[src/rtl/imem_port_arbiter_if.sv]
// Bus bundle between the fetch unit, the loader and the single
// instruction-memory port, with the arbiter as the slave side.
interface imem_port_arbiter_if #(
   parameter int SIZE = 32
);
   logic            f_req;
   logic [SIZE-1:0] f_addr;
   logic            f_gnt;
   logic            f_valid;
   logic [SIZE-1:0] f_data;
   logic            f_err;
   logic            l_req;
   logic [SIZE-1:0] l_addr;
   logic [SIZE-1:0] l_data;
   logic            l_gnt;
   logic            mem_wea;
   logic [SIZE-1:0] mem_addra;
   logic [SIZE-1:0] mem_dina;
   logic [SIZE-1:0] mem_douta;
   logic [SIZE-1:0] load_cnt;

   modport slave (
      input  f_req, f_addr, l_req, l_addr, l_data, mem_douta,
      output f_gnt, f_valid, f_data, f_err, l_gnt,
      output mem_wea, mem_addra, mem_dina, load_cnt
   );

   modport master (
      output f_req, f_addr, l_req, l_addr, l_data, mem_douta,
      input  f_gnt, f_valid, f_data, f_err, l_gnt,
      input  mem_wea, mem_addra, mem_dina, load_cnt
   );
endinterface

[src/rtl/imem_port_arbiter.sv]
// Arbitrates one memory port between instruction fetch (reads)
// and the program loader (writes), with bounded fetch starvation.
module imem_port_arbiter #(
   parameter int SIZE       = 32,
   parameter int MEM_SIZE   = 32,
   parameter int STARVE_MAX = 4
) (
   input logic                 clka,
   input logic                 rsta_n,
   imem_port_arbiter_if.slave  bus
);
   localparam int SW =
      (STARVE_MAX < 1) ? 1 : $clog2(STARVE_MAX + 1);
   localparam logic [SIZE-1:0] LIM = SIZE'(MEM_SIZE);
   localparam logic [SW-1:0]   SMAX = SW'(STARVE_MAX);

   typedef enum logic [1:0] {IDLE, RD, WR} state_e;

   state_e          state_q, state_d;
   logic [SW-1:0]   starve_q, starve_d;
   logic            f_err_q, f_err_d;
   logic [SIZE-1:0] load_cnt_q, load_cnt_d;

   logic f_in, l_in;
   logic f_gnt, l_gnt;
   logic wr_ok, rd_ok;

   assign f_in  = bus.f_addr < LIM;
   assign l_in  = bus.l_addr < LIM;

   // Loader wins ties until the waiting fetch has seen STARVE_MAX losses.
   assign f_gnt = rsta_n & bus.f_req &
                  (~bus.l_req | (starve_q == SMAX));
   assign l_gnt = rsta_n & bus.l_req & ~f_gnt;
   assign wr_ok = l_gnt & l_in;
   assign rd_ok = f_gnt & f_in;

   always_comb begin
      state_d    = IDLE;
      starve_d   = '0;
      f_err_d    = 1'b0;
      load_cnt_d = load_cnt_q;
      unique case (1'b1)
         f_gnt: begin
            state_d = RD;
            f_err_d = ~f_in;
         end
         l_gnt: begin
            state_d = WR;
            if (bus.f_req) starve_d = starve_q + 1'b1;
            if (l_in) load_cnt_d = load_cnt_q + 1'b1;
         end
         default: state_d = IDLE;
      endcase
   end

   always_ff @(posedge clka or negedge rsta_n) begin
      if (!rsta_n) begin
         state_q    <= IDLE;
         starve_q   <= '0;
         f_err_q    <= 1'b0;
         load_cnt_q <= '0;
      end else begin
         state_q    <= state_d;
         starve_q   <= starve_d;
         f_err_q    <= f_err_d;
         load_cnt_q <= load_cnt_d;
      end
   end

   assign bus.f_gnt     = f_gnt;
   assign bus.l_gnt     = l_gnt;
   assign bus.f_valid   = (state_q == RD);
   assign bus.f_err     = f_err_q;
   assign bus.f_data    = ((state_q == RD) && !f_err_q) ?
                          bus.mem_douta : '0;
   assign bus.mem_wea   = wr_ok;
   assign bus.mem_addra = wr_ok ? bus.l_addr :
                          rd_ok ? bus.f_addr : '0;
   assign bus.mem_dina  = wr_ok ? bus.l_data : '0;
   assign bus.load_cnt  = load_cnt_q;
endmodule

[src/flat_wrapper.sv]
// flat-port wrapper written by rule: the top's interface ports become plain ports
module imem_port_arbiter_flat 
#(
   parameter int SIZE       = 32,
   parameter int MEM_SIZE   = 32,
   parameter int STARVE_MAX = 4
)
  (clka, rsta_n, bus_f_req, bus_f_addr, bus_l_req, bus_l_addr, bus_l_data, bus_mem_douta, bus_f_gnt, bus_f_valid, bus_f_data, bus_f_err, bus_l_gnt, bus_mem_wea, bus_mem_addra, bus_mem_dina, bus_load_cnt);
  imem_port_arbiter_if #(.SIZE(SIZE)) bus_i ();
  input logic clka;
  input logic rsta_n;
  input wire logic [$bits(bus_i.f_req)-1:0] bus_f_req;
  input wire logic [$bits(bus_i.f_addr)-1:0] bus_f_addr;
  input wire logic [$bits(bus_i.l_req)-1:0] bus_l_req;
  input wire logic [$bits(bus_i.l_addr)-1:0] bus_l_addr;
  input wire logic [$bits(bus_i.l_data)-1:0] bus_l_data;
  input wire logic [$bits(bus_i.mem_douta)-1:0] bus_mem_douta;
  output wire logic [$bits(bus_i.f_gnt)-1:0] bus_f_gnt;
  output wire logic [$bits(bus_i.f_valid)-1:0] bus_f_valid;
  output wire logic [$bits(bus_i.f_data)-1:0] bus_f_data;
  output wire logic [$bits(bus_i.f_err)-1:0] bus_f_err;
  output wire logic [$bits(bus_i.l_gnt)-1:0] bus_l_gnt;
  output wire logic [$bits(bus_i.mem_wea)-1:0] bus_mem_wea;
  output wire logic [$bits(bus_i.mem_addra)-1:0] bus_mem_addra;
  output wire logic [$bits(bus_i.mem_dina)-1:0] bus_mem_dina;
  output wire logic [$bits(bus_i.load_cnt)-1:0] bus_load_cnt;
  assign bus_i.f_req = bus_f_req;
  assign bus_i.f_addr = bus_f_addr;
  assign bus_i.l_req = bus_l_req;
  assign bus_i.l_addr = bus_l_addr;
  assign bus_i.l_data = bus_l_data;
  assign bus_i.mem_douta = bus_mem_douta;
  assign bus_f_gnt = bus_i.f_gnt;
  assign bus_f_valid = bus_i.f_valid;
  assign bus_f_data = bus_i.f_data;
  assign bus_f_err = bus_i.f_err;
  assign bus_l_gnt = bus_i.l_gnt;
  assign bus_mem_wea = bus_i.mem_wea;
  assign bus_mem_addra = bus_i.mem_addra;
  assign bus_mem_dina = bus_i.mem_dina;
  assign bus_load_cnt = bus_i.load_cnt;
  imem_port_arbiter #(.SIZE(SIZE), .MEM_SIZE(MEM_SIZE), .STARVE_MAX(STARVE_MAX)) u_core (.clka(clka), .rsta_n(rsta_n), .bus(bus_i));
endmodule
[config.mk]
export PLATFORM = sky130hd
export DESIGN_NAME = imem_port_arbiter_flat
export DESIGN_NICKNAME = d
export VERILOG_FILES = /design/src/rtl/imem_port_arbiter_if.sv /design/src/rtl/imem_port_arbiter.sv /design/src/flat_wrapper.sv
export SDC_FILE = /design/constraint.sdc
export NUM_CORES = 1
export LEC_CHECK = 0
export BUFFER_PORTS_ARGS = -buffer_cell sky130_fd_sc_hd__buf_2
export CAP_MARGIN = 10
export CORE_AREA = 2 2 104 106
export DETAILED_ROUTE_END_ITERATION = 7
export DIE_AREA = 0 0 106 108
export PLACE_DENSITY = 0.62
export SETUP_SLACK_MARGIN = 0.5
export SKIP_CTS_REPAIR_TIMING = 1
export SYNTH_ARGS = -nofsm -noshare
export SYNTH_HDL_FRONTEND = slang
export SYNTH_SLANG_ARGS = --single-unit
[constraint.sdc]
create_clock -name clka -period 3.3 [get_ports clka]
set_input_delay 0.66 -clock clka [delete_from_list [all_inputs] [get_ports clka]]
set_output_delay 0.66 -clock clka [all_outputs]
set_load 0.005 [all_outputs]
## Word-level counts from Yosys, hierarchy flattened

Index checks and enable logic that the tools add are counted.

| word-level totals | value |
|---|---|
| word-level logic and storage cells | 31 |
| bits in registers | 38 |

| cells by class | value |
|---|---|
| equality and inequality tests | 2 |
| bitwise logic cells | 10 |
| muxes and demuxes | 8 |
| $add $sub $neg | 2 |
| $lt $le $gt $ge | 2 |
| reductions and logical operators | 3 |

Operator list:

| kind | number |
|---|---|
| 32-bit two-way mux | 4 |
| 32-bit by 6-bit < comparator with 1-bit output (second input constant) | 2 |
| 32-bit by 1-bit adder with 32-bit output (second input constant) | 1 |
| 1-bit bitwise AND | 6 |
| 3-bit two-way mux | 2 |
| 2-bit one-hot mux with 2 select lines | 1 |
| 3-bit by 1-bit adder with 3-bit output (second input constant) | 1 |
| 3-bit equality test (second input constant) | 1 |
| 1-bit NOT | 3 |
| 2-bit by 1-bit equality test with 1-bit output (second input constant) | 1 |
| 2-bit AND reduction | 1 |
| 1-bit logical AND | 1 |
| 1-bit zero test | 1 |
| 1-bit two-way mux | 1 |
| 1-bit OR | 1 |

## Logic depth before layout (Yosys ltp)

Gate-level depths: netlist of run 1.

| logic depth | value |
|---|---|
| depth in word-level cells | 7 |
| mapped depth | 9 |
| depth with buffers taken out | 7 |

## Least setup slack after synthesis of run 1

OpenSTA, ideal clock, no wires.

| timing path | value |
|---|---|
| path type | input -> output |
| start point | in bus_l_addr[29] |
| end point | out bus_mem_dina[10] |
| path slack | 875 ps |
| data arrival time | 1765 ps |
| path buffers | 2 |
| stages on the path | 6 |
| path through | nor4_1 -> and4_1 -> and3_1 -> buf_4 -> clkbuf_1 -> and2_1 |

| on the way | value |
|---|---|
| cells in the longest elaborated chain, start to end | 3 |

Ends and longest elaborated chain:

| what | RTL line | source |
|---|---|---|
| start: declaration | flat_wrapper.sv:15 | `input wire logic [$bits(bus_i.l_addr)-1:0] bus_l_addr;` |
| 32-bit by 6-bit < comparator with 1-bit output | imem_port_arbiter.sv:29 | `assign l_in = bus.l_addr < LIM;` |
| 1-bit bitwise AND | imem_port_arbiter.sv:35 | `assign wr_ok = l_gnt & l_in;` |
| 32-bit two-way mux | imem_port_arbiter.sv:80 | `assign bus.mem_dina = wr_ok ? bus.l_data : '0;` |
| end: declaration | flat_wrapper.sv:25 | `output wire logic [$bits(bus_i.mem_dina)-1:0] bus_mem_dina;` |

No other way between the ends.

## Worst setup path after layout of run 1

| timing path | value |
|---|---|
| start point | in bus_l_addr[17] |
| end point | out bus_mem_addra[4] |

| on the way | value |
|---|---|
| cells in the longest elaborated chain, start to end | 3 |

Ends and longest elaborated chain:

| what | RTL line | source |
|---|---|---|
| 32-bit by 6-bit < comparator with 1-bit output | imem_port_arbiter.sv:29 |  |
| 1-bit bitwise AND | imem_port_arbiter.sv:35 |  |
| 32-bit two-way mux | imem_port_arbiter.sv:78 | `assign bus.mem_addra = wr_ok ? bus.l_addr :` |
| end: declaration | flat_wrapper.sv:24 | `output wire logic [$bits(bus_i.mem_addra)-1:0] bus_mem_addra;` |

No other way between the ends.

==> impl_metrics.ini, run 1 <==
[global_routing]
grt_pass1_vias = 2763
antenna_found_initial = 3
grt_max_degree = 35
grt_use_total_pct = 15.4
grt_overflow_total = 0
grt_pass1_wl_mm = 13.8

[worst_setup_path]
cp_data_arrival_time_ns = 2.00
critPathRequiredTime_ns = 2.64
cp_cell_sequence = buf_2, nor4_2, and3_4, and3_2, buf_6, a22o_1, buf_2
path_delay_family = simple AND/OR/NAND/NOR gates
end_kind = output port
critPathBufInv = 3
cp_max_fo = 19
cpPeakStageDelay_ns = 0.29
cpMaxStageDelayCell = nor4_2
crit_top_cell = buf_2
cp-start-kind = primary input
critical_path_class = in -> out

[clocking]
path_clk_slew_ns = 0.07
root_buffer = clkbuf_8
clockBufferDepth = 2
cts_buffers = 5
tritoncts = done
clkSinkCount = 38
h-tree-depth = 2
clk_latency_ns = 0.29

[die]
num_io_pins = 265
start_util_pct = 25.4
die_h_um = 108
core_area_um2 = 10200
rows = 37
die_w_um = 106
dieArea_um2 = 11400

[drt]
vias = 2876
drt_first_pass_iters = 4
drt_iter0_markers = 139
wl_mm = 9.17
wire_per_inst_um = 13.8
avgViaCountPerCell = 4.32
ant_nets = 0
drc = 0

[logic_synthesis]
yosysWarnings = 0
synth_area_um2 = 2590
yosys-top-cells-count = and2_1 (65), dfrtp_1 (38), buf_4 (29)
yosysSeqAreaShare_pct = 36.6
synth_flop_cell = dfrtp_1
yosysMostFrequentCell = and2_1
yosysTopAreaCell = dfrtp_1
yosysTopAreaCellShare_pct = 36.6
ys_seq_elements = 38
syn_inst = 288
synthArstFlopShare_pct = 100
syn_avg_cell_area_um2 = 9.01
yosys-top-cells-area = dfrtp_1 (37%), and2_1 (16%), buf_4 (8.4%)
ys_types = 31
synth-edff-count = 0

[placement]
place_inst = 655
portBuffers = 237
dp_hpwl_mm = 7.81
pre_cts_ws_ns = 0.383
place_congestion = 0.920
dpl_cell_area_um2 = 3830

[power_and_ir_drop]
ir_worst_vdd_v = 0.000198
leakage_nw = 2.35
powerDensity_nw_per_um2 = 235
fin_total_pwr_mw = 0.936

[final_layout]
final_cells = 665
final_util_pct = 38.9
layout-drive-gt1-share_pct = 50.5
area_growth_pct = 53.5
nNetsFinal = 661
design_area_um2 = 3980

[timing]
min_period_over_period_pct = 80.7
finalSetupTns_ns = 0
slew_violations = 0
slew_headroom_pct = 66.3
tightest_slew_ns = 0.503
max_freq_mhz = 375
holdWs_ns = 0.206
setup_ws_ns = 0.637
skew_ns = 0.0102
setup_violations = 0
finalHoldViolations = 0
rsz0062_at_grt = no
period_minus_slack_ns = 2.66

[flow_run]
max-cap-violations = 0

[worst_hold_path]
hp-class = in -> async

[status]
status = finished clean
-- report_power, final --
group	internal (mW)	total, mW	switching [mW]
clock	0.168	0.335	0.167
combinational	0.0722	0.133	0.0607
sequential	0.467	0.468	0.000987
total	0.708	0.936	0.228
-- worst register-to-register path, delay by kind of cell (launching register included) --
family	cells	cell delay [ns]
XOR/XNOR	1	0.18
adder cells (fa/ha/maj)	1	0.19
flip-flops	1	0.45
AND/OR/NAND/NOR	4	1.19
-- final cells by class --
type,count,area (um^2)
Clock buffer,6,82.6
Antenna cell,2,5.00
Fill cell,1062,6250
Inverter,9,33.8
Tap cell,136,170
Clock inverter,2,12.5
Sequential cell,38,951
Multi-Input combinational cell,230,1490
Timing Repair Buffer,242,1240
-- layer usage --
layer / GRT usage, % / routed length [um]
met1: 17.5 / 3520
met2: 28.6 / 4760
met3: 4.10 / 771
met4: 4.23 / 120
met5: 0 / 0
-- cell usage in the layout, fill, tap and decap left out, drive strengths merged --
cell type  count
ha             3
dfrtp         38
a22o           5
and4           5
nand2         13
clkinvlp       1
or2            1
clkbuf         6
and3           8
nor2          14
a21oi          2
or3            1
diode          2
nor3          10
nand3         14
xnor2         18
and4bb         1
nor2b          4
nand4          9
inv            9
xor2          14
buf          242
and2          65
clkinv         1
conb          27
mux2           1
nor4          15
-- kinds of logic after synthesis --
kind of cell    after synthesis  synth area share (%)
simple gates                160                  37.5
buf+inv                      46                  11.0
flops                        38                  36.6
xor+xnor                     32                  10.8
compound gates                7                  2.07
fa+ha+maj                     3                  1.45
other cells                   1                 0.145
mux                           1                 0.434
-- sequential cells by signal, summed over array words and instances, names as in the netlist --
signal / count
u_core.starve_q: 3
u_core.state_q: 2
u_core.bus.f_err: 1
u_core.bus.load_cnt: 32
-- final timing paths --
| check | from | to | slack (ns) | cells after the start |
|---|---|---|---|---|
| min in group clka | u_core.starve_q[0]$_DFF_PN0_ | u_core.starve_q[0]$_DFF_PN0_ | 0.46 | 1 |
| setup reg to reg | u_core.bus.load_cnt[0]$_DFFE_PN0P_ | u_core.bus.load_cnt[14]$_DFFE_PN0P_ | 1.21 | 6 |
| max in group asynchronous | rsta_n | u_core.bus.load_cnt[4]$_DFFE_PN0P_ | 2.44 | 2 |
| hold / removal | rsta_n | u_core.bus.load_cnt[25]$_DFFE_PN0P_ | 0.21 | 1 |
| hold reg to reg | u_core.starve_q[0]$_DFF_PN0_ | u_core.starve_q[0]$_DFF_PN0_ | 0.46 | 1 |
| setup / recovery | bus_l_addr[17] | bus_mem_addra[4] | 0.64 | 7 |
(Power assumes the default switching activity.)
==> run 2: changes to the inputs <==
Settings changed: CORE_AREA 2 2 104 106 to 2 2 102 104, DIE_AREA 0 0 106 108 to 0 0 104 106, PLACE_DENSITY 0.62 to 0.64.
Clock period 3.3 ns to 2.6 ns, I/O delays scaled along.
==> run 2 against run 1 <==
Against the previous run:
- count of clock-buffer cells in the layout unchanged
- core utilization rose by 3.0 points
- critical path depth increased by 1
- clock power grew 26%
- critical path type is now reg -> out
- largest power group unchanged
==> impl_metrics.ini, run 2 (synthesis results as in run 1) <==
[final_layout]
layout-drive-gt1-share_pct = 53.8
final_common_cell = buf_2
nNetsFinal = 669
largest_reg_flops = 32
diodes = 0
final_cell_mix = buf_2 (229), and2_1 (55), dfrtp_1 (38)
fill_cells = 1025
area_growth_pct = 61.6

[worst_setup_path]
end_kind = output port
reg2reg_depth = 6
critPathRequiredTime_ns = 2.08
r2r_start = u_core.bus.load_cnt[0]$_DFFE_PN0P_
cp_data_arrival_time_ns = 1.89
worstReg2RegEnd = u_core.bus.load_cnt[20]$_DFFE_PN0P_
crit_start = u_core.starve_q[0]$_DFF_PN0_
critical_path_class = reg -> out
r2r_setup_slack_ns = 0.63
cp_max_fo = 7
cp-start-kind = flip-flop

[clocking]
root_buffer = clkbuf_8
clockBufferDepth = 2
cts_buffers = 5
path_clk_slew_ns = 0.06
clkSinkCount = 38
tritoncts = done
clk_latency_ns = 0.29
h-tree-depth = 2

[placement]
dp_hpwl_mm = 7.32
pre_cts_ws_ns = 0.162
place_congestion = 0.837
portBuffers = 237

[timing]
period_minus_slack_ns = 2.41
max_freq_mhz = 416
skew_ns = 0.0156
tightest_slew_ns = 0.500
rsz0062_at_grt = yes
min_period_over_period_pct = 92.5
slew_violations = 0
finalHoldViolations = 0
holdWs_ns = 0.0776
finalSetupTns_ns = 0
slew_headroom_pct = 66.4
setup_ws_ns = 0.194
setup_violations = 0

[status]
status = finished clean

[drt]
drt_iter0_markers = 68
avgViaCountPerCell = 4.36
dr_wl_met3_um = 668
drc = 0
vias = 2924
drt_first_pass_iters = 4
top_layer_used = met4
wl_met2_mm = 5.14
wl_mm = 9.26
ant_nets = 0
m1WireLength_mm = 3.41
wire_per_inst_um = 13.8

[global_routing]
grt_pass1_vias = 2633
grt_pass1_wl_mm = 13.0
grt_max_degree = 54
grt_overflow_total = 0
antenna_found_initial = 0
grt_use_total_pct = 14.7

[die]
dieArea_um2 = 11000
core_area_um2 = 10000
num_io_pins = 265
rows = 37
die_h_um = 106
die_w_um = 104
start_util_pct = 26.0

[power_and_ir_drop]
leakage_nw = 2.42
fin_total_pwr_mw = 1.19
powerDensity_nw_per_um2 = 283
ir_worst_vdd_v = 0.000233

[worst_hold_path]
hp-class = in -> async

[flow_run]
max-cap-violations = 0
## run 2: critical path: stages (launching register included)
cell and delay [ns]:
dfrtp_1 0.40, inv_1 0.08, ha_2 0.18, and3_4 0.20, nor2_4 0.04, and3_4 0.19
clkbuf_16 0.17, a22o_1 0.22, buf_2 0.12
## run 2: stage by stage
| stage | instance area, um^2 | util, % | cells |
|---|---|---|---|
| floorplan | 2690 | - | 314 |
| global placement | 3850 | 38.5 | 655 |
| detailed placement | 3850 | 38.5 | 655 |
| CTS | 3940 | 39.4 | 663 |
| global route | 4190 | 41.9 | 671 |
| finish | 4190 | 41.9 | 671 |
## run 2: worst max-delay path by stage
| stage | to | slack, ns | depth (start not counted) |
|---|---|---|---|
| after floorplan | bus_mem_dina[10] | 0.46 | 6 |
| after global placement | bus_mem_addra[4] | 0.19 | 7 |
| after detailed placement | bus_mem_addra[2] | 0.16 | 7 |
| after CTS | bus_mem_addra[2] | 0.11 | 8 |
| after global routing | bus_mem_dina[4] | 0.12 | 7 |
| final | bus_mem_addra[1] | 0.19 | 8 |
## run 2: where the power goes
part	internal, mW	switching, mW	total (mW)
Clock	0.213	0.208	0.422
Combinational	0.0928	0.0770	0.170
Sequential	0.593	0.00121	0.595
## run 2: cell type report
class	count	area (um^2)	area share, %
repair buffers	250	1410	33.6
multi-input cells	230	1530	36.6
clock buffers	6	82.6	1.97
inverters	9	33.8	0.806
well taps	136	170	4.06
clock inverters	2	12.5	0.298
flip-flops and latches	38	951	22.7
## run 2: metal layers
metal | GRT usage [%] | vias up
li1 | - | 1398
met1 | 16.2 | 1376
met2 | 28.4 | 144
met3 | 3.56 | 6
met4 | 3.09 | 0
met5 | 0 | -
